$ cat config.mk
export PLATFORM = sky130hd
export DESIGN_NAME = vote_tally_engine
export DESIGN_NICKNAME = d
export VERILOG_FILES = /design/src/rtl/vote_pkg.sv /design/src/rtl/vote_debounce.sv /design/src/rtl/vote_tally_engine.sv
export SDC_FILE = /design/constraint.sdc
export NUM_CORES = 1
export LEC_CHECK = 0
export CAP_MARGIN = 20
export CORE_AREA = 8 8 125 81
export DETAILED_ROUTE_END_ITERATION = 6
export DIE_AREA = 0 0 133 89
export DONT_BUFFER_PORTS = 1
export SYNTH_ARGS = -nofsm -noshare
export SYNTH_HDL_FRONTEND = slang
export SYNTH_SLANG_ARGS = --single-unit
$ cat constraint.sdc
create_clock -name clock -period 4.4 [get_ports clock]
set_clock_uncertainty 0.2 [all_clocks]
set_input_delay 0.44 -clock clock [delete_from_list [all_inputs] [get_ports clock]]
set_output_delay 0.44 -clock clock [all_outputs]
set_load 0.05 [all_outputs]
$ cat src/rtl/vote_pkg.sv
// Shared types and helpers for the vote tally engine: FSM state encoding,
// press population count and lowest-set-index priority pick.
package vote_pkg;

    typedef enum logic [1:0] {
        IDLE    = 2'd0,
        ARMED   = 2'd1,
        HOLD    = 2'd2,
        DISPLAY = 2'd3
    } vote_state_e;

    localparam int MAX_PARTIES = 16;

    function automatic int unsigned onehot_count(input logic [MAX_PARTIES-1:0] vec);
        int unsigned n;
        n = 32'd0;
        for (int i = 0; i < MAX_PARTIES; i++) begin
            if (vec[i]) begin
                n = n + 32'd1;
            end else begin
                n = n;
            end
        end
        return n;
    endfunction

    function automatic logic [3:0] lowest_set_index(input logic [MAX_PARTIES-1:0] vec);
        logic [3:0] idx;
        idx = 4'd0;
        for (int i = MAX_PARTIES - 1; i >= 0; i--) begin
            if (vec[i]) begin
                idx = 4'(i);
            end else begin
                idx = idx;
            end
        end
        return idx;
    endfunction

endpackage

$ cat src/rtl/vote_debounce.sv
// Per-button debouncer: one registered press pulse after DEBOUNCE_CYC
// consecutive high samples, then frozen until the button is released.
module vote_debounce #(
    parameter int DEBOUNCE_CYC = 10
) (
    input  logic clock,
    input  logic reset,
    input  logic button,
    output logic press
);
    localparam int CW = $clog2(DEBOUNCE_CYC + 1);

    logic [CW-1:0] cnt_r;
    logic          press_r;

    // Consecutive-high counter and single-shot press pulse
    always_ff @(posedge clock) begin
        if (reset) begin
            cnt_r   <= CW'(0);
            press_r <= 1'b0;
        end else if (!button) begin
            cnt_r   <= CW'(0);
            press_r <= 1'b0;
        end else if (cnt_r == CW'(DEBOUNCE_CYC - 1)) begin
            cnt_r   <= CW'(DEBOUNCE_CYC);
            press_r <= 1'b1;
        end else if (cnt_r == CW'(DEBOUNCE_CYC)) begin
            cnt_r   <= cnt_r;
            press_r <= 1'b0;
        end else begin
            cnt_r   <= cnt_r + CW'(1);
            press_r <= 1'b0;
        end
    end

    assign press = press_r;

endmodule

$ cat src/rtl/vote_tally_engine.sv
// N-party ballot core: debounced presses, one vote per armed ballot,
// saturating tallies and display mode. Define VOTE_WINNER_EN for winner/tie logic.
module vote_tally_engine
    import vote_pkg::*;
#(
    parameter int NUM_PARTIES  = 4,
    parameter int CNT_W        = 8,
    parameter int DEBOUNCE_CYC = 10,
    parameter int LED_HOLD_CYC = 10
) (
    input  logic                           clock,
    input  logic                           reset,
    input  logic                           mode,
    input  logic                           ballot_en,
    input  logic [NUM_PARTIES-1:0]         button,
    output logic [CNT_W-1:0]               led,
    output logic                           ballot_ready,
    output logic                           vote_ack,
    output logic                           multi_err,
    output logic [NUM_PARTIES-1:0]         sat,
    output logic [$clog2(NUM_PARTIES)-1:0] winner_idx,
    output logic                           winner_valid,
    output logic                           tie
);
    localparam int IDX_W  = $clog2(NUM_PARTIES);
    localparam int HOLD_W = $clog2(LED_HOLD_CYC + 1);
    localparam logic [CNT_W-1:0] CNT_MAX = {CNT_W{1'b1}};

    logic [NUM_PARTIES-1:0] press_s;
    logic [MAX_PARTIES-1:0] press_pad_s;
    int unsigned            press_num_s;
    logic [IDX_W-1:0]       press_idx_s;

    vote_state_e            state_r, state_nxt_s;
    logic                   accept_s, reject_s;
    logic [HOLD_W-1:0]      hold_cnt_r;
    logic [CNT_W-1:0]       count_r [NUM_PARTIES];
    logic [IDX_W-1:0]       sel_r;
    logic [CNT_W-1:0]       led_r;
    logic                   ballot_ready_r, vote_ack_r, multi_err_r;
    logic [NUM_PARTIES-1:0] sat_r;

    for (genvar g = 0; g < NUM_PARTIES; g++) begin : g_deb
        vote_debounce #(.DEBOUNCE_CYC(DEBOUNCE_CYC)) u_deb (
            .clock  (clock),
            .reset  (reset),
            .button (button[g]),
            .press  (press_s[g])
        );
    end

    assign press_pad_s = MAX_PARTIES'(press_s);
    assign press_num_s = onehot_count(press_pad_s);
    assign press_idx_s = IDX_W'(lowest_set_index(press_pad_s));

    // Next-state decode; display mode overrides every other state
    always_comb begin
        state_nxt_s = state_r;
        accept_s    = 1'b0;
        reject_s    = 1'b0;
        if (mode) begin
            state_nxt_s = DISPLAY;
        end else begin
            case (state_r)
                IDLE: begin
                    if (ballot_en) state_nxt_s = ARMED;
                    else           state_nxt_s = IDLE;
                end
                ARMED: begin
                    if (press_num_s == 32'd1) begin
                        accept_s    = 1'b1;
                        state_nxt_s = HOLD;
                    end else if (press_num_s > 32'd1) begin
                        reject_s    = 1'b1;
                        state_nxt_s = ARMED;
                    end else begin
                        state_nxt_s = ARMED;
                    end
                end
                HOLD: begin
                    if (hold_cnt_r == HOLD_W'(LED_HOLD_CYC - 1)) state_nxt_s = IDLE;
                    else                                         state_nxt_s = HOLD;
                end
                DISPLAY: state_nxt_s = IDLE;
                default: state_nxt_s = IDLE;
            endcase
        end
    end

    // State register and LED hold timer
    always_ff @(posedge clock) begin
        if (reset) begin
            state_r    <= IDLE;
            hold_cnt_r <= HOLD_W'(0);
        end else begin
            state_r <= state_nxt_s;
            if (state_r == HOLD && state_nxt_s == HOLD) hold_cnt_r <= hold_cnt_r + HOLD_W'(1);
            else                                        hold_cnt_r <= HOLD_W'(0);
        end
    end

    // Saturating tallies; a vote at max only raises the sticky flag
    always_ff @(posedge clock) begin
        if (reset) begin
            for (int i = 0; i < NUM_PARTIES; i++) count_r[i] <= CNT_W'(0);
            sat_r <= '0;
        end else if (accept_s) begin
            for (int i = 0; i < NUM_PARTIES; i++) begin
                if (press_s[i] && count_r[i] == CNT_MAX) sat_r[i]   <= 1'b1;
                else if (press_s[i])                     count_r[i] <= count_r[i] + CNT_W'(1);
            end
        end
    end

    // Display select and registered front-panel outputs
    always_ff @(posedge clock) begin
        if (reset) begin
            sel_r          <= IDX_W'(0);
            led_r          <= CNT_W'(0);
            ballot_ready_r <= 1'b0;
            vote_ack_r     <= 1'b0;
            multi_err_r    <= 1'b0;
        end else begin
            if (state_r == DISPLAY && |press_s) sel_r <= press_idx_s;
            case (state_r)
                HOLD:    led_r <= CNT_MAX;
                DISPLAY: led_r <= count_r[sel_r];
                default: led_r <= CNT_W'(0);
            endcase
            ballot_ready_r <= (state_nxt_s == ARMED);
            vote_ack_r     <= accept_s;
            multi_err_r    <= reject_s;
        end
    end

`ifdef VOTE_WINNER_EN
    logic [CNT_W-1:0] max_s;
    logic [IDX_W-1:0] win_idx_s, winner_idx_r;
    logic             tie_s, tie_r, winner_valid_r;

    // Maximum search, lowest index kept on equal counts
    always_comb begin
        max_s     = count_r[0];
        win_idx_s = IDX_W'(0);
        tie_s     = 1'b0;
        for (int i = 1; i < NUM_PARTIES; i++) begin
            if (count_r[i] > max_s) begin
                max_s     = count_r[i];
                win_idx_s = IDX_W'(i);
            end else begin
                max_s = max_s;
            end
        end
        for (int i = 0; i < NUM_PARTIES; i++) begin
            if (IDX_W'(i) != win_idx_s && count_r[i] == max_s) tie_s = 1'b1;
            else                                               tie_s = tie_s;
        end
    end

    // Registered winner outputs
    always_ff @(posedge clock) begin
        if (reset) begin
            winner_idx_r   <= IDX_W'(0);
            tie_r          <= 1'b0;
            winner_valid_r <= 1'b0;
        end else begin
            winner_idx_r   <= win_idx_s;
            tie_r          <= tie_s;
            winner_valid_r <= (state_r == DISPLAY) && (max_s != CNT_W'(0));
        end
    end

    assign winner_idx   = winner_idx_r;
    assign tie          = tie_r;
    assign winner_valid = winner_valid_r;
`else
    assign winner_idx   = IDX_W'(0);
    assign tie          = 1'b0;
    assign winner_valid = 1'b0;
`endif

    assign led          = led_r;
    assign ballot_ready = ballot_ready_r;
    assign vote_ack     = vote_ack_r;
    assign multi_err    = multi_err_r;
    assign sat          = sat_r;

endmodule

==> flow_metrics.tcl <==
set metrics [dict create \
    yosys_register_bits 77 \
    hold_class "in2reg" \
    hold_viol_final 0 \
    fin_tns_setup_ps 0 \
    postCtsSetupBuffers 0 \
    synth-xor-area-share_pct 9.46 \
    postRouteAntennaNets 0 \
    ys_types 46 \
    placed_cells 452 \
    power_mw 1.63 \
    areaGrowthSynthToFinish_pct 11.2 \
    htree_levels 3 \
    synth_top_family_by_area "simple AND/OR/NAND/NOR gates" \
    final_cell_mix "45 x dfxtp_1, 43 x nor2_1, 32 x edfxtp_1" \
    groute.usage.overall_pct 14.2 \
    max-clock-path-buffers 2 \
    crit_required_ps 4240 \
    fmax_mhz 322 \
    initial_core_util_pct 45.8 \
    post-route-period-util_pct 70.6 \
    period_needed_ps 3110 \
    irDropWorstVdd_mv 0.257 \
    drive_above_1_share_pct 14.0 \
    clk_latency_ps 340 \
    io_buffers 0 \
    p_per_area_nw_per_um2 389 \
    synth_area_um2 3770 \
    antennaDiodeCount 0 \
    cp_max_fo 8 \
    worst_setup_path_start_kind "flip-flop" \
    synthArstFlopShare_pct 0 \
    wirelength_um 7860 \
    dp_slack_ps 1390 \
    cts.clk_slew.worst_paths_ps 50 \
    postSynthAreaPerCell_um2 10.9 \
    synthMuxAreaShare_pct 5.58 \
    clock_sinks 77 \
    io_pins 27 \
    synth_compound_gate_area_share_pct 5.01 \
    die_y_um 89 \
    crit_type "reg2reg" \
    ys_warn_count 0 \
    grt_start_max_net_pins 38 \
    grt_pass1_vias 2319 \
    slew_violations 0 \
    startpoint "g_deb[0].u_deb.press" \
    setup_ws_ps 1290 \
    synth_ff_type "dfxtp_1" \
    vias 2533 \
    netlist_instances 347 \
    setup_viol 0 \
    gp_congestion 0.796 \
    fin_nets 372 \
    antenna_found_initial 0 \
    cp.arrival_ps 2950 \
    rows 26 \
    grt_pass1_wl_um 12800 \
    rsz0062_at_grt "false" \
    die_x_um 133 \
    slew_headroom_pct 38.0 \
    coreArea_um2 8230 \
    cts_made_buffers 9 \
    ctsResizeCount 0 \
    dpl.hpwl_um 5660 \
    drcViolationCount 0 \
    cap_violations 0 \
    synth_fa_ha_area_share_pct 3.65 \
    yosysSeqAreaShare_pct 49.4 \
    dr.pass1.iters 4 \
    overflow 0 \
    synth_edf_count 32 \
    rr_startpoint "g_deb[0].u_deb.press" \
    synth-simple-area-share_pct 22.5 \
    final_cells 470 \
    drt-initial-drc-count 178 \
    endpoint_kind "flip-flop" \
    via_per_inst 5.39 \
    hp-start "reset" \
    layout_commonest_cell "dfxtp_1" \
    p_leak_nw 1.39 \
    die_area_um2 11800 \
    worst_pin_slew_ps 924 \
    cts_tree "done" \
    cts_root_buffer "clkbuf_16" \
    outcome "complete, no violations" \
    wire_per_inst_um 16.7 \
]
-- cells by family after synthesis --
group                      after synthesis
AOI/OAI and AO/OA                       24
xor gates and xnor gates                39
DFF                                     77
adders and majority gates               11
buffers and inverters                   33
and+or+nand+nor                        151
muxes                                   11
other                                    1
-- metrics by stage --
stage	instance area, um^2	utilization [%]	hold slack, ps
floorplan	3780	-	223
global placement	3860	46.9	250
CTS	4180	50.8	0.824
detailed placement	3860	46.9	260
global route	4190	50.9	4.73
finish	4190	50.9	22.9
-- area by class of cell --
cell class              instances  area [um^2]
well taps                     112          140
clock buffers                  13          272
inverters                      19         71.3
flip-flops and latches         77         1860
fillers                       753         4040
repair buffers                  6         50.0
clock inverters                 3         41.3
multi-input cells             240         1760
-- Yosys cell counts, types with 3 or more instances --
master     number  area [um^2]
dfxtp_1        45          901
nor2_1         43          161
edfxtp_1       32          961
nand2_1        23         86.3
xor2_1         22          193
nor3_2         20          200
inv_1          18         67.6
nand3_1        16         80.1
xnor2_1        16          140
nor3_1         14         70.1
ha_1           11          138
nand4_1        10         62.6
mux4_2          8          180
clkbuf_1        5         18.8
a311oi_1        4         35.0
and2_1          4         25.0
and3_1          4         25.0
buf_4           4         30.0
nand2b_1        4         25.0
o41ai_1         4         35.0
a21oi_1         3         15.0
buf_6           3         33.8
mux2i_1         3         30.0
o2bb2ai_1       3         26.3
-- power by group --
| group | internal (mW) | leakage (nW) | switching [mW] | total (mW) |
|---|---|---|---|---|
| clock network | 0.488 | 0.155 | 0.275 | 0.763 |
| registers | 0.763 | 0.696 | 0.0405 | 0.803 |
| logic | 0.0245 | 0.537 | 0.0394 | 0.0639 |
-- state kept, by name (all words and copies together), names as in the netlist, named ones only --
name and count:
count_r 32, g_deb.u_deb.cnt_r 16, led 8, g_deb.u_deb.press 4, hold_cnt_r 4, sat 4, sel_r 2, state_r 2
ballot_ready 1, multi_err 1, vote_ack 1
-- layer usage --
metal | share of wire, % | global-route usage [%]
met1 | 54 | 20.7
met2 | 38 | 18.7
met3 | 7.3 | 5.05
met4 | 1.3 | 4.92
met5 | 0 | 0
-- critical path, cell delays in order (launching register included) --
cell	delay [ps]
dfxtp_1	440
inv_1	120
ha_1	360
xor2_1	170
ha_1	290
nand2_1	80
o21ai_0	70
nand3b_1	370
o41ai_1	470
buf_4	240
-- path summary, 6_finish.rpt --
check	slack, ps	cells after the start	endpoint
setup / recovery	1290	9	count_r[3][6]
hold / removal	20	1	state_r[1]
setup reg to reg	1290	9	count_r[3][6]
hold reg to reg	260	1	g_deb[0].u_deb.press
-- repair_timing --
action / 4_1_cts / 5_1_grt
endpoints found under the hold margin: 4 / 1
hold buffers: 1 / 1
setup endpoints to repair: 0 / 0
Note: power is estimated with default switching activity, not from simulation.
